$ cat src/rtl/video_timing_gen_v2_if.sv
// Register-bank / video-output interface of the raster timing generator.
// master: register bank plus video sink; slave: the timing generator.
interface video_timing_gen_v2_if #(
  parameter int unsigned P_CNT_W  = 13,
  parameter int unsigned P_FCNT_W = 16
);
  logic               i_enable;
  logic               i_cfg_load;
  logic               i_interlace;
  logic [P_CNT_W-1:0] i_hs_total;
  logic [P_CNT_W-1:0] i_vs_total;
  logic [P_CNT_W-1:0] i_hsyn_end;
  logic [P_CNT_W-1:0] i_vsyn_lines;
  logic [P_CNT_W-1:0] i_h_act_start;
  logic [P_CNT_W-1:0] i_h_act_end;
  logic [P_CNT_W-1:0] i_v_act_start;
  logic [P_CNT_W-1:0] i_v_act_end;
  logic [P_CNT_W-1:0] i_f2_v_start;
  logic [P_CNT_W-1:0] i_f2_vsyn_hpos;
  logic               i_hs_pol;
  logic               i_vs_pol;

  logic                o_hsyn;
  logic                o_vsyn;
  logic                o_de;
  logic                o_rd;
  logic                o_field;
  logic                o_sof;
  logic [P_FCNT_W-1:0] o_frame_cnt;
  logic                o_cfg_pending;

  modport master (
    output i_enable, i_cfg_load, i_interlace, i_hs_total, i_vs_total,
           i_hsyn_end, i_vsyn_lines, i_h_act_start, i_h_act_end,
           i_v_act_start, i_v_act_end, i_f2_v_start, i_f2_vsyn_hpos,
           i_hs_pol, i_vs_pol,
    input  o_hsyn, o_vsyn, o_de, o_rd, o_field, o_sof, o_frame_cnt,
           o_cfg_pending
  );

  modport slave (
    input  i_enable, i_cfg_load, i_interlace, i_hs_total, i_vs_total,
           i_hsyn_end, i_vsyn_lines, i_h_act_start, i_h_act_end,
           i_v_act_start, i_v_act_end, i_f2_v_start, i_f2_vsyn_hpos,
           i_hs_pol, i_vs_pol,
    output o_hsyn, o_vsyn, o_de, o_rd, o_field, o_sof, o_frame_cnt,
           o_cfg_pending
  );
endinterface

$ cat src/rtl/video_timing_gen_v2.sv
// Raster timing generator: progressive / two-field interlaced timing,
// frame-boundary shadowed configuration, read strobe leading DE.
module video_timing_gen_v2 #(
  parameter int unsigned P_CNT_W   = 13,
  parameter int unsigned P_RD_LEAD = 1,
  parameter int unsigned P_FCNT_W  = 16
) (
  input logic                 i_clk,
  input logic                 i_rst,
  video_timing_gen_v2_if.slave vid
);

  typedef logic [P_CNT_W-1:0] cnt_t;

  typedef struct packed {
    logic interlace;
    logic hs_pol;
    logic vs_pol;
    cnt_t hs_total;
    cnt_t vs_total;
    cnt_t hsyn_end;
    cnt_t vsyn_lines;
    cnt_t h_act_start;
    cnt_t h_act_end;
    cnt_t v_act_start;
    cnt_t v_act_end;
    cnt_t f2_v_start;
    cnt_t f2_vsyn_hpos;
  } shadow_t;

  typedef struct packed {
    logic de;
    logic hs;
    logic vs;
    logic field;
    logic sof;
    logic hs_pol;
    logic vs_pol;
  } stage_t;

  localparam int unsigned SW = $bits(stage_t);

  shadow_t           sh;
  shadow_t           sh_in;
  logic              pending;
  logic              upd;
  cnt_t              h;
  cnt_t              v;
  cnt_t              h_inc;
  logic [P_CNT_W:0]  v_inc;
  logic              h_last;
  logic              v_last;
  logic              frame_end;

  logic              f2;
  cnt_t              fl;
  logic              hs_act;
  logic              vs1_act;
  logic              vs2_set;
  logic              vs2_clr;
  logic              vs2_act;
  logic              vs2_q;
  logic              de_act;
  logic              sof_act;

  stage_t            st0_d;
  stage_t            st0;
  stage_t            out_src;

  logic              hsyn_q;
  logic              vsyn_q;
  logic              de_q;
  logic              field_q;
  logic              sof_q;
  logic [P_FCNT_W-1:0] fcnt_q;

  assign sh_in = '{
    interlace:    vid.i_interlace,
    hs_pol:       vid.i_hs_pol,
    vs_pol:       vid.i_vs_pol,
    hs_total:     vid.i_hs_total,
    vs_total:     vid.i_vs_total,
    hsyn_end:     vid.i_hsyn_end,
    vsyn_lines:   vid.i_vsyn_lines,
    h_act_start:  vid.i_h_act_start,
    h_act_end:    vid.i_h_act_end,
    v_act_start:  vid.i_v_act_start,
    v_act_end:    vid.i_v_act_end,
    f2_v_start:   vid.i_f2_v_start,
    f2_vsyn_hpos: vid.i_f2_vsyn_hpos
  };

  assign h_inc     = h + cnt_t'(1);
  assign v_inc     = {1'b0, v} + {{P_CNT_W{1'b0}}, 1'b1};
  assign h_last    = (h >= sh.hs_total);
  assign v_last    = (v_inc >= {1'b0, sh.vs_total});
  assign frame_end = h_last & v_last;
  assign upd       = (pending | vid.i_cfg_load) & (~vid.i_enable | frame_end);

  // Shadow registers adopt the inputs at a frame boundary or while idle.
  always_ff @(posedge i_clk or posedge i_rst) begin
    if (i_rst) begin
      sh      <= '0;
      pending <= 1'b0;
    end else begin
      if (upd) sh <= sh_in;
      pending <= ~upd & (pending | vid.i_cfg_load);
    end
  end

  // Horizontal / vertical raster counters, parked at (0,0) while disabled.
  always_ff @(posedge i_clk or posedge i_rst) begin
    if (i_rst) begin
      h <= '0;
      v <= '0;
    end else if (!vid.i_enable) begin
      h <= '0;
      v <= '0;
    end else if (h_last) begin
      h <= '0;
      v <= v_last ? '0 : v_inc[P_CNT_W-1:0];
    end else begin
      h <= h_inc;
    end
  end

  assign f2      = sh.interlace & (v >= sh.f2_v_start);
  assign fl      = f2 ? (v - sh.f2_v_start) : v;
  assign hs_act  = (h < sh.hsyn_end);
  assign vs1_act = ~f2 & (v < sh.vsyn_lines);
  assign vs2_set = sh.interlace & (v == sh.f2_v_start) & (h == sh.f2_vsyn_hpos);
  assign vs2_clr = sh.interlace & (h == sh.f2_vsyn_hpos) &
                   ({1'b0, v} == ({1'b0, sh.f2_v_start} + {1'b0, sh.vsyn_lines}));
  // Field-2 vsync is a set/clear latch on exact pixel matches; clear wins so
  // a zero-length vsync never asserts.
  assign vs2_act = ~vs2_clr & (vs2_set | vs2_q);
  assign de_act  = (h >= sh.h_act_start) & (h < sh.h_act_end) &
                   (fl >= sh.v_act_start) & (fl < sh.v_act_end);
  assign sof_act = (h == '0) & (v == '0);

  // Field-2 vsync state, dropped at frame end and while disabled.
  always_ff @(posedge i_clk or posedge i_rst) begin
    if (i_rst) begin
      vs2_q <= 1'b0;
    end else if (!vid.i_enable || frame_end) begin
      vs2_q <= 1'b0;
    end else begin
      vs2_q <= vs2_act;
    end
  end

  // Stage-0 decode; polarity travels with the pixel so a shadowed change
  // reaches the pins exactly at the frame boundary.
  always_comb begin
    st0_d        = '0;
    st0_d.hs_pol = sh.hs_pol;
    st0_d.vs_pol = sh.vs_pol;
    if (vid.i_enable) begin
      st0_d.de    = de_act;
      st0_d.hs    = hs_act;
      st0_d.vs    = vs1_act | vs2_act;
      st0_d.field = f2;
      st0_d.sof   = sof_act;
    end
  end

  // Stage-0 register; its DE is the read strobe.
  always_ff @(posedge i_clk or posedge i_rst) begin
    if (i_rst) st0 <= '0;
    else       st0 <= st0_d;
  end

  generate
    if (P_RD_LEAD == 1) begin : g_dly0
      assign out_src = st0;
    end else if (P_RD_LEAD == 2) begin : g_dly1
      stage_t dly;
      // Single delay slot between stage 0 and the output register.
      always_ff @(posedge i_clk or posedge i_rst) begin
        if (i_rst) dly <= '0;
        else       dly <= st0;
      end
      assign out_src = dly;
    end else begin : g_dlyn
      localparam int unsigned DW = SW * (P_RD_LEAD - 1);
      logic [DW-1:0] dly;
      // Shift register of P_RD_LEAD-1 stage slots, newest in the low slot.
      always_ff @(posedge i_clk or posedge i_rst) begin
        if (i_rst) dly <= '0;
        else       dly <= {dly[DW-SW-1:0], st0};
      end
      assign out_src = dly[DW-1 -: SW];
    end
  endgenerate

  // Output register with polarity applied, plus the frame counter.
  always_ff @(posedge i_clk or posedge i_rst) begin
    if (i_rst) begin
      hsyn_q  <= 1'b0;
      vsyn_q  <= 1'b0;
      de_q    <= 1'b0;
      field_q <= 1'b0;
      sof_q   <= 1'b0;
      fcnt_q  <= '0;
    end else begin
      hsyn_q  <= out_src.hs_pol ? out_src.hs : ~out_src.hs;
      vsyn_q  <= out_src.vs_pol ? out_src.vs : ~out_src.vs;
      de_q    <= out_src.de;
      field_q <= out_src.field;
      sof_q   <= out_src.sof;
      if (!vid.i_enable)    fcnt_q <= '0;
      else if (out_src.sof) fcnt_q <= fcnt_q + P_FCNT_W'(1);
    end
  end

  assign vid.o_hsyn        = hsyn_q;
  assign vid.o_vsyn        = vsyn_q;
  assign vid.o_de          = de_q;
  assign vid.o_rd          = st0.de;
  assign vid.o_field       = field_q;
  assign vid.o_sof         = sof_q;
  assign vid.o_frame_cnt   = fcnt_q;
  assign vid.o_cfg_pending = pending;

endmodule

$ cat src/flat_wrapper.sv
// flat-port wrapper written by rule: the top's interface ports become plain ports
module video_timing_gen_v2_flat 
#(
  parameter int unsigned P_CNT_W   = 13,
  parameter int unsigned P_RD_LEAD = 1,
  parameter int unsigned P_FCNT_W  = 16
)
  (i_clk, i_rst, vid_i_enable, vid_i_cfg_load, vid_i_interlace, vid_i_hs_total, vid_i_vs_total, vid_i_hsyn_end, vid_i_vsyn_lines, vid_i_h_act_start, vid_i_h_act_end, vid_i_v_act_start, vid_i_v_act_end, vid_i_f2_v_start, vid_i_f2_vsyn_hpos, vid_i_hs_pol, vid_i_vs_pol, vid_o_hsyn, vid_o_vsyn, vid_o_de, vid_o_rd, vid_o_field, vid_o_sof, vid_o_frame_cnt, vid_o_cfg_pending);
  video_timing_gen_v2_if #(.P_CNT_W(P_CNT_W), .P_FCNT_W(P_FCNT_W)) vid_i ();
  input logic i_clk;
  input logic i_rst;
  input wire logic [$bits(vid_i.i_enable)-1:0] vid_i_enable;
  input wire logic [$bits(vid_i.i_cfg_load)-1:0] vid_i_cfg_load;
  input wire logic [$bits(vid_i.i_interlace)-1:0] vid_i_interlace;
  input wire logic [$bits(vid_i.i_hs_total)-1:0] vid_i_hs_total;
  input wire logic [$bits(vid_i.i_vs_total)-1:0] vid_i_vs_total;
  input wire logic [$bits(vid_i.i_hsyn_end)-1:0] vid_i_hsyn_end;
  input wire logic [$bits(vid_i.i_vsyn_lines)-1:0] vid_i_vsyn_lines;
  input wire logic [$bits(vid_i.i_h_act_start)-1:0] vid_i_h_act_start;
  input wire logic [$bits(vid_i.i_h_act_end)-1:0] vid_i_h_act_end;
  input wire logic [$bits(vid_i.i_v_act_start)-1:0] vid_i_v_act_start;
  input wire logic [$bits(vid_i.i_v_act_end)-1:0] vid_i_v_act_end;
  input wire logic [$bits(vid_i.i_f2_v_start)-1:0] vid_i_f2_v_start;
  input wire logic [$bits(vid_i.i_f2_vsyn_hpos)-1:0] vid_i_f2_vsyn_hpos;
  input wire logic [$bits(vid_i.i_hs_pol)-1:0] vid_i_hs_pol;
  input wire logic [$bits(vid_i.i_vs_pol)-1:0] vid_i_vs_pol;
  output wire logic [$bits(vid_i.o_hsyn)-1:0] vid_o_hsyn;
  output wire logic [$bits(vid_i.o_vsyn)-1:0] vid_o_vsyn;
  output wire logic [$bits(vid_i.o_de)-1:0] vid_o_de;
  output wire logic [$bits(vid_i.o_rd)-1:0] vid_o_rd;
  output wire logic [$bits(vid_i.o_field)-1:0] vid_o_field;
  output wire logic [$bits(vid_i.o_sof)-1:0] vid_o_sof;
  output wire logic [$bits(vid_i.o_frame_cnt)-1:0] vid_o_frame_cnt;
  output wire logic [$bits(vid_i.o_cfg_pending)-1:0] vid_o_cfg_pending;
  assign vid_i.i_enable = vid_i_enable;
  assign vid_i.i_cfg_load = vid_i_cfg_load;
  assign vid_i.i_interlace = vid_i_interlace;
  assign vid_i.i_hs_total = vid_i_hs_total;
  assign vid_i.i_vs_total = vid_i_vs_total;
  assign vid_i.i_hsyn_end = vid_i_hsyn_end;
  assign vid_i.i_vsyn_lines = vid_i_vsyn_lines;
  assign vid_i.i_h_act_start = vid_i_h_act_start;
  assign vid_i.i_h_act_end = vid_i_h_act_end;
  assign vid_i.i_v_act_start = vid_i_v_act_start;
  assign vid_i.i_v_act_end = vid_i_v_act_end;
  assign vid_i.i_f2_v_start = vid_i_f2_v_start;
  assign vid_i.i_f2_vsyn_hpos = vid_i_f2_vsyn_hpos;
  assign vid_i.i_hs_pol = vid_i_hs_pol;
  assign vid_i.i_vs_pol = vid_i_vs_pol;
  assign vid_o_hsyn = vid_i.o_hsyn;
  assign vid_o_vsyn = vid_i.o_vsyn;
  assign vid_o_de = vid_i.o_de;
  assign vid_o_rd = vid_i.o_rd;
  assign vid_o_field = vid_i.o_field;
  assign vid_o_sof = vid_i.o_sof;
  assign vid_o_frame_cnt = vid_i.o_frame_cnt;
  assign vid_o_cfg_pending = vid_i.o_cfg_pending;
  video_timing_gen_v2 #(.P_CNT_W(P_CNT_W), .P_RD_LEAD(P_RD_LEAD), .P_FCNT_W(P_FCNT_W)) u_core (.i_clk(i_clk), .i_rst(i_rst), .vid(vid_i));
endmodule
$ cat config.mk
export PLATFORM = sky130hd
export DESIGN_NAME = video_timing_gen_v2_flat
export DESIGN_NICKNAME = d
export VERILOG_FILES = /design/src/rtl/video_timing_gen_v2_if.sv /design/src/rtl/video_timing_gen_v2.sv /design/src/flat_wrapper.sv
export SDC_FILE = /design/constraint.sdc
export NUM_CORES = 1
export LEC_CHECK = 0
export CELL_PAD_IN_SITES_DETAIL_PLACEMENT = 0
export CELL_PAD_IN_SITES_GLOBAL_PLACEMENT = 1
export CORE_MARGIN = 10
export CORE_UTILIZATION = 25
export CTS_CLUSTER_SIZE = 14
export DETAILED_ROUTE_END_ITERATION = 12
export GPL_ROUTABILITY_DRIVEN = 1
export HOLD_SLACK_MARGIN = 0.06
export MAX_ROUTING_LAYER = met4
export PLACE_DENSITY = 0.54
export SLEW_MARGIN = 5
export SYNTH_ARGS = -nofsm -noshare
export SYNTH_HDL_FRONTEND = slang
export SYNTH_SLANG_ARGS = --single-unit
$ cat constraint.sdc
create_clock -name i_clk -period 8.5 [get_ports i_clk]
set_input_delay 0.85 -clock i_clk [delete_from_list [all_inputs] [get_ports i_clk]]
set_output_delay 0.85 -clock i_clk [all_outputs]
set_load 0.01 [all_outputs]
==> run metrics <==
status completed; vias in the first global route 9210; I/O pin count 160; CTS Buffer Depth 2; clock skew around 0.024 ns; Initial Utilization roughly 25%; Top Family by Delay on Critical Path simple AND/OR/NAND/NOR gates; P per Cell Area 224 mW/mm²; Final GP Congestion between 0.8 and 0.9; Port Buf Inserts 159; switching pwr roughly 1200 µW; internal power roughly 2200 µW; FMAX between 150 and 200 MHz; worst skew pair latency roughly 0.48 ns; cts hold-fix bufs 0; Slew Limit Headroom 28.6%; register area share after synthesis about two fifths; pin count of the biggest net entering global routing around 130; most frequent cells in the layout 189 x dfrtp_1, 159 x clkdlybuf4s50_1, 131 x ha_1; most common cell after layout, fill and taps aside dfrtp_1; max_cap viols 0; HP Class register to register; Synth Area per Inst ~11 µm²; ANT nets after route 0; drt initial violations about 400; FP Rows 80; Fin. Hold Viols 0; clk slew on worst S/H paths about 0.070 ns; hold path depth 0; clock buffer count from CTS 17; met2 usage in global routing 19.3%; via count between 8000 and 9000; Die X 240 µm; Filler cells 4876; clock network power share approximately a quarter; Yosys reg bits roughly 190; leakage around 0.007 µW; TritonCTS clock tree yes; Post-synth EDFFs 0; Final Cycle Share between 60% and 70%; # setup viols final 0; H-tree levels 4; cells along the critical path ha_1, nand3_1, nor3_1, and3_1, nand3_1, xnor2_1, ha_1, a211oi_1, o221ai_2, a21oi_2, or4_4, buf_4, mux2_2; Worst Tran Pin Value 1.07 ns; first-pass GRT wire length around 55000 µm; area grow syn2layout 22.7%; M1 GR Usage approximately 17%; Total GRT Usage a little over an eighth; WP buf/inv 1; Stages on worst setup path 13; DRC viols 0; Layout Utilization between 30% and 40%; Reg2Reg Capture Point u_core.sh[19]$_DFFE_PP0P_; core area around 0.048 mm²; Distinct cells, synth 62; Post-synth ARST share between 90% and 100%; post-CTS sizing 0; Sink Count 189; Mapped Cells approximately 1100; switch share a little over a third; min-delay src u_core.out_src[3]$_DFF_PP0_; layout cells sized above 1 about 14%; Worst EP required around 8.8 ns; fin crit period slightly above 5 ns; r2r worst-path depth 13; Flop pwr share between 30% and 40%; initial antenna violation count 3; Startpoint Class register; vias per cell around 4.5; TNS Setup 0 ns; DP HPWL ~27000 µm; Root Driver clkbuf_16; CP arrival approximately 5.5 ns; Detailed Routing Iterations Pass 1 4; max-slew violations 0; die area between 0.05 and 0.06 mm²; synthesized area 0.0121 mm²; unrepaired setup endpoints after global routing false; GRT overflow 0; Post-Syn Nets 1403; YS warnings 0; Critical Path Max Stage Delay about 0.8 ns; grt peak-use layer met2; r2r setup slk around 3.4 ns; drt total wl 35200 µm; fin nets around 1500; crit path max fanout 56; Combinational Power Share between 30% and 40%; slowest CP cell or4_4; worst r2r src u_core.v[1]$_DFFE_PP0P_; Post CTS Setup Buffer Count 0; CP Class register to register; Die Ht roughly 240 µm; Critical Path Sink Type register; peak supply drop between 0.1 and 0.15 mV; routing usage on met3 around 3.0%; main flop type after synthesis dfrtp_1; wire per inst between 15 and 20 µm; Hold Path Sink u_core.vid.o_field$_DFF_PP0_
-- logic make-up (layout without fill, tap and decap cells) --
group / after synthesis / in the layout / synth area share [%]
AO/OA/AOI/OAI: 196 / 196 / 10.8
XOR/XNOR: 71 / 71 / 5.15
adder cells (fa/ha/maj): 133 / 133 / 13.9
buffers and inverters: 166 / 323 / 5.81
flip-flops: 189 / 189 / 39.2
multiplexers: 139 / 139 / 15.1
other: 0 / 3 / 0
AND/OR/NAND/NOR: 239 / 239 / 10.1
-- metrics by stage --
step,setup slack (ns),area (µm²),hold WS (ns),power [µW],std cells
global route,2.90,14800,0.379,3590,1907
CTS,3.30,14800,0.371,3380,1905
detailed placement,3.33,14300,0.356,2570,1874
finish,3.37,14800,0.366,3320,1908
global placement,3.41,14300,0.338,2550,1874
floorplan,2.51,12100,0.331,2200,1133
-- layer usage --
layer  part of all wire [%]  routed length (µm)  up-vias
li1                       -                   -     4276
met5                      0                   0        -
met4                    1.7                 582        0
met3                    4.3                1530       32
met2                     44               15500      157
met1                     50               17600     4197
-- worst max-delay path by stage --
stage                                      to                     from  slack [ns]
global route        u_core.sh[21]$_DFFE_PP0P_  u_core.v[1]$_DFFE_PP0P_        2.90
detailed placement   u_core.sh[9]$_DFFE_PP0P_  u_core.v[1]$_DFFE_PP0P_        3.33
CTS                 u_core.sh[19]$_DFFE_PP0P_  u_core.v[1]$_DFFE_PP0P_        3.30
floorplan               u_core.h[0]$_DFF_PP0_                    i_rst        2.51
global placement    u_core.sh[19]$_DFFE_PP0P_  u_core.v[1]$_DFFE_PP0P_        3.41
finish              u_core.sh[19]$_DFFE_PP0P_  u_core.v[1]$_DFFE_PP0P_        3.37
-- final cells by class --
| cell class | instances | area (µm²) | share of cell area [%] |
|---|---|---|---|
| Inverter | 128 | 488 | 3.29 |
| Timing Repair Buffer | 164 | 1630 | 11.0 |
| Multi-Input combinational cell | 778 | 6650 | 44.9 |
| Antenna cell | 3 | 7.51 | 0.0507 |
| Clock inverter | 13 | 111 | 0.752 |
| Sequential cell | 189 | 4730 | 31.9 |
| Clock buffer | 18 | 429 | 2.90 |
| Tap cell | 615 | 769 | 5.19 |
-- sequential cells by signal, summed over array words and instances, names as in the netlist --
name,flops
u_core.h,13
u_core.out_src,6
u_core.sh,133
u_core.v,13
u_core.vid.o_cfg_pending,1
u_core.vid.o_de,1
u_core.vid.o_field,1
u_core.vid.o_frame_cnt,16
u_core.vid.o_hsyn,1
u_core.vid.o_rd,1
u_core.vid.o_sof,1
u_core.vid.o_vsyn,1
u_core.vs2_q,1
-- Yosys cell counts (16+ instances only) --
cell / number / area, µm²
ha_1: 131 / 1640
xnor2_1: 43 / 377
a21oi_1: 45 / 225
nor2_1: 54 / 203
o21ai_0: 44 / 220
a21o_1: 34 / 255
a211oi_1: 16 / 120
inv_1: 127 / 477
dfrtp_1: 189 / 4730
xor2_1: 28 / 245
nand3_1: 29 / 145
clkbuf_1: 16 / 60.1
nand4_1: 23 / 144
mux2_2: 65 / 732
mux2_4: 70 / 1050
nand2_1: 52 / 195
-- power groups by stage --
| stage | sequential [µW] | combinational, µW | clock [µW] |
|---|---|---|---|
| 2_1_floorplan | 1250 | 949 | 0 |
| 3_3_place_gp | 1320 | 1230 | 0 |
| 3_5_place_dp | 1330 | 1240 | 0 |
| 4_1_cts | 1310 | 1250 | 816 |
| 5_1_grt | 1340 | 1400 | 852 |
| 6_report | 1310 | 1240 | 783 |
(Power assumes the default switching activity.)
